==> src/rtl/varredura_mapa_pkg.sv <==
// Shared constants, cursor struct and column decode for the LED matrix scanner.
package varredura_mapa_pkg;

  localparam int NUM_COLUNAS = 5;
  localparam int NUM_LINHAS  = 7;

  localparam logic [NUM_COLUNAS-1:0] COLUNAS_OFF = 5'b11111;

  // Cursor position and enable as captured once per frame.
  typedef struct packed {
    logic       en;
    logic [2:0] x;
    logic [2:0] y;
  } cursor_t;

  // One-hot active-low column select for column c (0..4).
  function automatic logic [NUM_COLUNAS-1:0] coluna_onehot(input logic [2:0] c);
    logic [NUM_COLUNAS-1:0] um;
    um = 5'b00001;
    return ~(um << c);
  endfunction

endpackage

==> src/rtl/varredura_mapa_if.sv <==
// Map/cursor inputs and matrix drive outputs of the scanner.
interface varredura_mapa_if;
  import varredura_mapa_pkg::*;

  logic [NUM_LINHAS-1:0]  mapa0;
  logic [NUM_LINHAS-1:0]  mapa1;
  logic [NUM_LINHAS-1:0]  mapa2;
  logic [NUM_LINHAS-1:0]  mapa3;
  logic [NUM_LINHAS-1:0]  mapa4;
  logic                   cursor_en;
  logic [2:0]             cursor_x;
  logic [2:0]             cursor_y;
  logic [NUM_COLUNAS-1:0] colunas;
  logic [NUM_LINHAS-1:0]  linhas;
  logic                   frame_start;

  // Source of map words and cursor; sink of the matrix drive.
  modport master (
    output mapa0, mapa1, mapa2, mapa3, mapa4,
    output cursor_en, cursor_x, cursor_y,
    input  colunas, linhas, frame_start
  );

  // The scanner itself.
  modport slave (
    input  mapa0, mapa1, mapa2, mapa3, mapa4,
    input  cursor_en, cursor_x, cursor_y,
    output colunas, linhas, frame_start
  );
endinterface

==> src/rtl/varredura_mapa_contador.sv <==
// Column-period divider and column counter for the matrix scan.
module contador_varredura #(
  parameter int DIV = 50000
) (
  input  logic       clk,
  input  logic       reset,
  input  logic       en,
  output logic [2:0] col,
  output logic       blank,
  output logic       fim_frame
);
  localparam int             DW     = $clog2(DIV);
  localparam logic [DW-1:0]  ULTIMO = DW'(DIV - 1);

  logic [DW-1:0] div_cnt;

  // div_cnt runs 0..DIV-1 per column; col steps 0..4 on each wrap.
  always_ff @(posedge clk) begin
    if (reset) begin
      div_cnt <= '0;
      col     <= '0;
    end else if (en) begin
      if (div_cnt == ULTIMO) begin
        div_cnt <= '0;
        col     <= (col == 3'd4) ? 3'd0 : col + 3'd1;
      end else begin
        div_cnt <= div_cnt + 1'b1;
      end
    end
  end

  // Blank is the first cycle of every column; fim_frame the last cycle of column 4.
  always_comb begin
    blank     = (div_cnt == '0);
    fim_frame = (col == 3'd4) && (div_cnt == ULTIMO);
  end

endmodule

==> src/rtl/varredura_mapa.sv <==
// 5x7 LED matrix scanner: per-frame snapshot, blink timing and cursor overlay.
module varredura_mapa
  import varredura_mapa_pkg::*;
#(
  parameter int DIV          = 50000,
  parameter int BLINK_FRAMES = 50
) (
  input  logic               clk,
  input  logic               reset,
  varredura_mapa_if.slave    bus
);
  localparam int                FW        = (BLINK_FRAMES > 1) ? $clog2(BLINK_FRAMES) : 1;
  localparam logic [FW-1:0]     FRAME_ULT = FW'(BLINK_FRAMES - 1);

  logic [2:0]  col;
  logic        blank;
  logic        fim_frame;

  // em_reset marks the cycle right after a reset edge: counters hold so the
  // first cycle after release is the column-0 blank cycle.
  logic        em_reset;
  logic        fs_q;
  logic [FW-1:0] frame_cnt;
  logic        blink;
  logic        blink_q;
  cursor_t     cur;
  logic [NUM_COLUNAS-1:0][NUM_LINHAS-1:0] buffer;
  logic [NUM_LINHAS-1:0] linhas_drv;

  contador_varredura #(.DIV(DIV)) u_cont (
    .clk       (clk),
    .reset     (reset),
    .en        (~em_reset),
    .col       (col),
    .blank     (blank),
    .fim_frame (fim_frame)
  );

  // Reset tracking and registered frame_start (high during the column-0 blank cycle).
  always_ff @(posedge clk) begin
    if (reset) begin
      em_reset <= 1'b1;
      fs_q     <= 1'b0;
    end else begin
      em_reset <= 1'b0;
      fs_q     <= em_reset || fim_frame;
    end
  end

  // At the edge ending the column-0 blank cycle: snapshot map/cursor, advance blink.
  // The overlay uses the blink phase captured with the snapshot, so a toggle
  // shows from the following frame on.
  always_ff @(posedge clk) begin
    if (reset) begin
      buffer    <= '0;
      cur       <= '0;
      frame_cnt <= '0;
      blink     <= 1'b0;
      blink_q   <= 1'b0;
    end else if (fs_q) begin
      buffer  <= {bus.mapa4, bus.mapa3, bus.mapa2, bus.mapa1, bus.mapa0};
      cur     <= '{en: bus.cursor_en, x: bus.cursor_x, y: bus.cursor_y};
      blink_q <= blink;
      if (frame_cnt == FRAME_ULT) begin
        frame_cnt <= '0;
        blink     <= ~blink;
      end else begin
        frame_cnt <= frame_cnt + 1'b1;
      end
    end
  end

  // Row data with optional cursor pixel inversion; out-of-range cursor ignored.
  always_comb begin
    linhas_drv = buffer[col];
    if (cur.en && (cur.x <= 3'd4) && (cur.y <= 3'd6) && (cur.x == col))
      linhas_drv[cur.y] = linhas_drv[cur.y] ^ blink_q;
  end

  // Output decode from registers only: blank cycle turns everything off.
  always_comb begin
    bus.colunas     = blank ? COLUNAS_OFF : coluna_onehot(col);
    bus.linhas      = blank ? '0 : linhas_drv;
    bus.frame_start = fs_q;
  end

endmodule

==> src/flat_wrapper.sv <==
// flat-port wrapper written by rule: the top's interface ports become plain ports
module varredura_mapa_flat import varredura_mapa_pkg::*;
#(
  parameter int DIV          = 50000,
  parameter int BLINK_FRAMES = 50
)
  (clk, reset, bus_mapa0, bus_mapa1, bus_mapa2, bus_mapa3, bus_mapa4, bus_cursor_en, bus_cursor_x, bus_cursor_y, bus_colunas, bus_linhas, bus_frame_start);
  varredura_mapa_if bus_i ();
  input  logic clk;
  input  logic reset;
  input wire logic [$bits(bus_i.mapa0)-1:0] bus_mapa0;
  input wire logic [$bits(bus_i.mapa1)-1:0] bus_mapa1;
  input wire logic [$bits(bus_i.mapa2)-1:0] bus_mapa2;
  input wire logic [$bits(bus_i.mapa3)-1:0] bus_mapa3;
  input wire logic [$bits(bus_i.mapa4)-1:0] bus_mapa4;
  input wire logic [$bits(bus_i.cursor_en)-1:0] bus_cursor_en;
  input wire logic [$bits(bus_i.cursor_x)-1:0] bus_cursor_x;
  input wire logic [$bits(bus_i.cursor_y)-1:0] bus_cursor_y;
  output wire logic [$bits(bus_i.colunas)-1:0] bus_colunas;
  output wire logic [$bits(bus_i.linhas)-1:0] bus_linhas;
  output wire logic [$bits(bus_i.frame_start)-1:0] bus_frame_start;
  assign bus_i.mapa0 = bus_mapa0;
  assign bus_i.mapa1 = bus_mapa1;
  assign bus_i.mapa2 = bus_mapa2;
  assign bus_i.mapa3 = bus_mapa3;
  assign bus_i.mapa4 = bus_mapa4;
  assign bus_i.cursor_en = bus_cursor_en;
  assign bus_i.cursor_x = bus_cursor_x;
  assign bus_i.cursor_y = bus_cursor_y;
  assign bus_colunas = bus_i.colunas;
  assign bus_linhas = bus_i.linhas;
  assign bus_frame_start = bus_i.frame_start;
  varredura_mapa #(.DIV(DIV), .BLINK_FRAMES(BLINK_FRAMES)) u_core (.clk(clk), .reset(reset), .bus(bus_i));
endmodule
==> config.mk <==
export PLATFORM = sky130hd
export DESIGN_NAME = varredura_mapa_flat
export DESIGN_NICKNAME = d
export VERILOG_FILES = /design/src/rtl/varredura_mapa_pkg.sv /design/src/rtl/varredura_mapa_if.sv /design/src/rtl/varredura_mapa_contador.sv /design/src/rtl/varredura_mapa.sv /design/src/flat_wrapper.sv
export SDC_FILE = /design/constraint.sdc
export NUM_CORES = 1
export LEC_CHECK = 0
export ABC_AREA = 1
export CAP_MARGIN = 25
export CELL_PAD_IN_SITES_DETAIL_PLACEMENT = 1
export CELL_PAD_IN_SITES_GLOBAL_PLACEMENT = 1
export CORE_ASPECT_RATIO = 0.8
export CORE_UTILIZATION = 24
export DETAILED_ROUTE_END_ITERATION = 10
export PLACE_DENSITY_LB_ADDON = 0.1
export SYNTH_ARGS = -nofsm -noshare
export SYNTH_HDL_FRONTEND = slang
export SYNTH_HIERARCHICAL = 1
export SYNTH_SLANG_ARGS = --single-unit
export TNS_END_PERCENT = 10
==> constraint.sdc <==
create_clock -name clk -period 2.3 [get_ports clk]
set_clock_uncertainty 0.05 [all_clocks]
set_input_delay 0.69 -clock clk [delete_from_list [all_inputs] [get_ports clk]]
set_output_delay 0.69 -clock clk [all_outputs]
set_load 0.01 [all_outputs]
==> impl_metrics.yaml <==
status:
  status: "finished with violations"
  violations: "setup timing"
clocking:
  cts_root_buf: "clkbuf_16"
  clock_path_buffers: 2
  ctsHtreeMaxLevel: 3
  worstSkewPairLatency_ns: 0.35
  cts_made_buffers: 9
  cts_hold_buf: 0
  cts.sinks: 71
  path_clk_slew_ns: 0.06
  tritoncts: "yes"
floorplan:
  fp.dieW_um: 142.1
  initial_core_util: 0.2483
  die_y_um: 114.0
  die-area_mm2: 0.01620
  ios: 57
  num_rows: 40
  core-area_mm2: 0.01516
logic_synthesis:
  synth_cell_type_count: 34
  synthesis.nets: 633
  synth_seq_cells: 71
  syn_area_per_cell_um2: 6.460
  netlist_instances: 583
  ys_warn_count: 6
  synth_edf_count: 0
  async_flop_share: 0
  yosysMostFrequentCell: "nand2_1"
  ys.flop_type: "dfxtp_1"
  synth_common_cells: "nand2_1, nor2_1, dfxtp_1"
  syn_area_mm2: 0.003766
  yosysTopAreaCell: "dfxtp_1"
  synth_area_leaders: "dfxtp_1, nand2_1, nor2_1"
  ys_seq_area_frac: 0.3774
  synth.top_cell.area_share: 0.3774
worst_setup_path:
  cp-start-kind: "flop"
  critical_path_class: "reg2out"
  cp_max_fo: 13
  endpoint_kind: "output port"
  worstPathArrival_ns: 2.13
  crit_required_ns: 1.56
worst_hold_path:
  hold_path.class: "reg2reg"
cells_and_area:
  n_fill_cell: 1921
  drive_above_1_share: 0.2490
  fin_nets: 760
  area_growth_pct: 48.90
  antenna_cells: 0
detailed_routing:
  drtAntennaViolNets: 0
  wl_um: 12660
  drc: 0
  first_pass_iters: 4
  via_per_inst: 4.332
  vias: 4007
  wl_per_cell_um: 13.69
  initialDrtViolationCount: 169
placed_design:
  hpwl_um: 9425
  gp_congestion: 0.8132
  numPortBuffers: 56
global_route:
  antenna_found_initial: 0
  grt_overflow: 0
  gr-usage-all-layers: 0.1726
  grt_pass1_vias: 4092
  grt_first_pass_wirelength_um: 21410
  grt_max_degree: 47
sta:
  max_slew_margin: 0.4747
  fin_crit_sh: 1.249
  tns_ns: -4.072
  fin_ws_ns: -0.5716
  rsz0062_at_grt: "yes"
  finalHoldViolations: 0
  clock.fmax_mhz: 348.2
  drv_slew: 0
  fin_crit_ns: 2.872
  tightest_slew_ns: 0.7871
  final-setup-viol-count: 12
power:
  peakVddDrop_mv: 0.3532
  p_leak_uw: 0.002575
  power_density_mw_per_mm2: 575.8
  totalPowerFinal_uw: 3229
run:
  drv_cap: 0
-- path summary, 6_finish.rpt --
path              slack [ns]                              start  cells past startpoint                          to
hold reg to reg         0.43          u_core/blink$_SDFFE_PP0P_                      2   u_core/blink$_SDFFE_PP0P_
setup reg to reg        0.41  u_core/bus.frame_start$_SDFF_PP0_                      5  u_core/cur[4]$_SDFFE_PP0P_
hold / removal          0.43          u_core/blink$_SDFFE_PP0P_                      2   u_core/blink$_SDFFE_PP0P_
setup / recovery       -0.57  u_core/u_cont/col[0]$_SDFFE_PP0P_                     16               bus_linhas[5]
-- where the power goes --
part           total, uW  leakage (uW)  switching, uW  internal (uW)
Clock               1460      0.000149            582            874
Combinational        445       0.00184            224            222
Sequential          1330      0.000585           40.2           1290
Total               3230       0.00258            846           2380
-- logic make-up (layout without fill, tap and decap cells) --
logic type | count (synthesis) | after routing | synth area share
simple gates | 338 | 338 | 0.3864
compound gates | 74 | 74 | 0.1047
buf+inv | 87 | 219 | 0.09535
flops | 71 | 71 | 0.3774
fa+ha+maj | 6 | 6 | 0.01993
xor+xnor | 7 | 7 | 0.01628
-- what timing repair did --
item	in CTS	in global routing
endpoints found under the setup margin	12	12
hold endpoints to repair	0	0
cloned	0	0
pin swaps	17	15
resized for setup	78	33
setup buffers	14	1
-- per-layer routing --
layer | vias up | part of all wire | global-route usage
met4 | 0 | 0.013 | 0.05950
met2 | 48 | 0.41 | 0.2510
met5 | - | 0 | 0
met1 | 1873 | 0.55 | 0.2517
met3 | 11 | 0.030 | 0.03317
li1 | 2075 | - | -
-- layout make-up --
class / count / area [um^2] / area share
Tap cell: 210 / 262.8 / 0.04685
Clock inverter: 6 / 68.82 / 0.01227
Multi-Input combinational cell: 425 / 2132 / 0.3802
Inverter: 67 / 259.0 / 0.04618
Clock buffer: 10 / 239.0 / 0.04261
Sequential cell: 71 / 1431 / 0.2552
Timing Repair Buffer: 136 / 1215 / 0.2166
-- critical path, cell delays in order (launching register included) --
cell	delay (ns)
dfxtp_4	0.40
inv_8	0.07
buf_12	0.13
nand2_4	0.04
nand2_2	0.04
nand2_2	0.05
nand2_2	0.07
a21boi_4	0.18
nor2_4	0.05
nor2_4	0.14
nand3_2	0.11
nand2_4	0.11
buf_6	0.12
nand3_2	0.05
nand2_1	0.06
inv_1	0.04
buf_2	0.13
-- cells in the final DEF (no fill, tap or decap), drive strengths merged, types with 2 or more instances in the layout --
cell and count:
nand2 146, xor2 5, a21oi 16, o21ai 51
inv 68, a31oi 4, clkdlybuf4s50 44, clkbuf 10
dfxtp 71, nor3 13, ha 6, clkinv 3
buf 91, nor2 139, nand3 32, nand4 6
xnor2 2
-- metrics by stage --
| stage | cell area, um^2 | hold WS (ns) | util | instances | worst slack, ns |
|---|---|---|---|---|---|
| after floorplan | 3766 | 0.3842 | - | 583 | 0.03182 |
| after global placement | 5000 | 0.3986 | 0.3297 | 894 | -0.6653 |
| final | 5608 | 0.4319 | 0.3698 | 925 | -0.5716 |
| after CTS | 5502 | 0.4356 | 0.3628 | 924 | -0.5979 |
| after detailed placement | 5000 | 0.4043 | 0.3297 | 894 | -0.6937 |
| after global routing | 5608 | 0.4541 | 0.3698 | 925 | -0.7118 |
-- state kept, by name, summed over array words and instances (netlist names) --
| name | count |
|---|---|
| u_core/u_cont/div_cnt | 16 |
| u_core/frame_cnt | 6 |
| u_core/u_cont/col | 3 |
| u_core/cur | 7 |
| u_core/bus.frame_start | 1 |
| u_core/em_reset | 1 |
| u_core/buffer | 35 |
| u_core/blink_q | 1 |
| u_core/blink | 1 |
No activity file was read; power rests on OpenSTA's default activity.
==> RTL change: new RTL, same flow settings <==
`BLINK_FRAMES` is set to 50 in 2 places; all go to 25.
--- a/src/rtl/varredura_mapa.sv
+++ b/src/rtl/varredura_mapa.sv
@@ -5,3 +5,3 @@
   parameter int DIV          = 50000,
-  parameter int BLINK_FRAMES = 50
+  parameter int BLINK_FRAMES = 25
 ) (
--- a/src/flat_wrapper.sv
+++ b/src/flat_wrapper.sv
@@ -4,3 +4,3 @@
   parameter int DIV          = 50000,
-  parameter int BLINK_FRAMES = 50
+  parameter int BLINK_FRAMES = 25
 )
Check against the original RTL: no difference found for any inputs over 10 cycles, from zero or initial values and one cycle with reset high; that may be too few to reach the edited logic, so the function may still have changed.
==> RTL change against the original RTL <==
- the run still ends with setup timing left
- area after synthesis is 2.3% lower
- hold slack worse by 0.014 ns
- power is 2.8% higher
- cell area stayed put
- sequential share of layout area is 0.40 points lower
- worst setup slack better by 0.047 ns
- first-iteration DRC count is 27% lower
- register-to-register slack better by 0.09 ns
- utilization is 0.37 points higher
- sequential cell count is 1 lower
- routed wire length is 5.3% lower
- maximum frequency is 1.7% higher
- highest routed layer unchanged
==> RTL change: results (changes against the original RTL) <==
Drt
  • Via/cell ratio: 4.40 (+1.5%)
  • Routed len/inst: 13.5 um (-1.3%)

Pwr
  • Tot Pwr: 3.32 mW (+2.8%)
  • Sw frac: 24.5% (-1.7 points)
  • Sequential Power Share: 39.4% (-1.7 points)
  • Clock network power: 1.56 mW (+7%)
  • Leakage power: 2.57 nW (about the same)

Yosys
  • Synth Area in XOR/XNOR: 1.90% (+0.28 points)
  • Seq/Total Area, Yosys: 38.1% (+0.34 points)
  • Syn nets: 620 (-2.1%)
  • Commonest cells post-synth: nand2_1 (140), nor2_1 (127), dfxtp_1 (70), inv_1 (57), o21ai_0 (49)
  • Compound-Gate Fraction of Synth Area: 10.0% (-0.47 points)
  • Largest cells by area after synthesis: dfxtp_1 (38%), nand2_1 (14%), nor2_1 (13%)

Finish
  • Multi-input gate count: 419 (-1.4%)
  • Sequential cell area share: 25.1% (-0.40 points)
  • Buffers excl. clock: 132 (-2.9%)
  • Clock network share of area: 5.96% (+0.47 points)
  • Final-stage net count: 743 (-2.2%)
  • Invs w/o clock: 61 (-9.0%)
  • Non-clk buf share: 21.2% (-0.42 points)
  • Fillers: 1878 (-2.2%)
  • Multi-input logic portion of the cell area: 39.2% (+1.2 points)
  • Clk_buf instances: 11 (+1)

GRT
  • First-pass GRT wire length: 20100 um (-6.1%)
  • Vias in the first global route: 4077 (-0.37%)
  • All-Layer GR Usage: 16.4% (-0.86 points)

Setup path
  • Reg2Reg Setup Slack: 0.50 ns (+0.09 ns)
  • Reg-to-Reg End: u_core/buffer[21]$_SDFFE_PP0P_
  • Worst-path maximum fanout: 7 (-6)

Floorplan
  • Starting Density: 24.5% (-0.33 points)

Status
  • Violated checks: setup timing
  • Outcome: finished, violations left

CTS
  • Clk sinks: 70 (-1.4%)
  • CTS resizes: 70 (-10%)

Place
  • DP Wirelength: 9090 um (-3.6%)
  • GP Congestion: 0.854 (+5.0%)

STA
  • Final worst slack: -0.524 ns (+0.0474 ns)
  • Normalized max-slew margin: 65.3% (+18 points)
  • Final setup fails: 10 (-2)

Min path
  • Hold Path Sink: u_core/bus.frame_start$_SDFF_PP0_
  • Hold Path Origin: u_core/em_reset$_DFF_P_
==> RTL change: changes by cell type after synthesis, sizes merged, moves of 2 or more <==
cell   unedited run  this run
nor2            139       134
o21ai            51        53
nand3            32        27
nor3             13        17
nand2           146       148
a21oi            16         8
inv              67        61
==> RTL change: per-layer routing <==
metal  track usage (%)  part of all wire, %  up-vias
li1                  -                    -     2036
met1              22.4                   51     1807
met2              25.6                   44       45
met3              3.68                  3.2       12
met4              5.35                  1.3        0
met5                 0                    0        -
==> RTL change: per-stage QoR <==
step	setup WS [ns]	cell area [sq um]	std cells	hold slack (ns)	setup TNS, ns
5_1_grt	-0.675	5610	887	0.451	-5.43
6_report	-0.524	5610	887	0.418	-3.97
3_3_place_gp	-0.689	4910	861	0.394	-7.13
3_5_place_dp	-0.719	4910	861	0.406	-7.34
4_1_cts	-0.526	5370	884	0.421	-4.61
2_1_floorplan	0.0419	3680	570	0.384	0
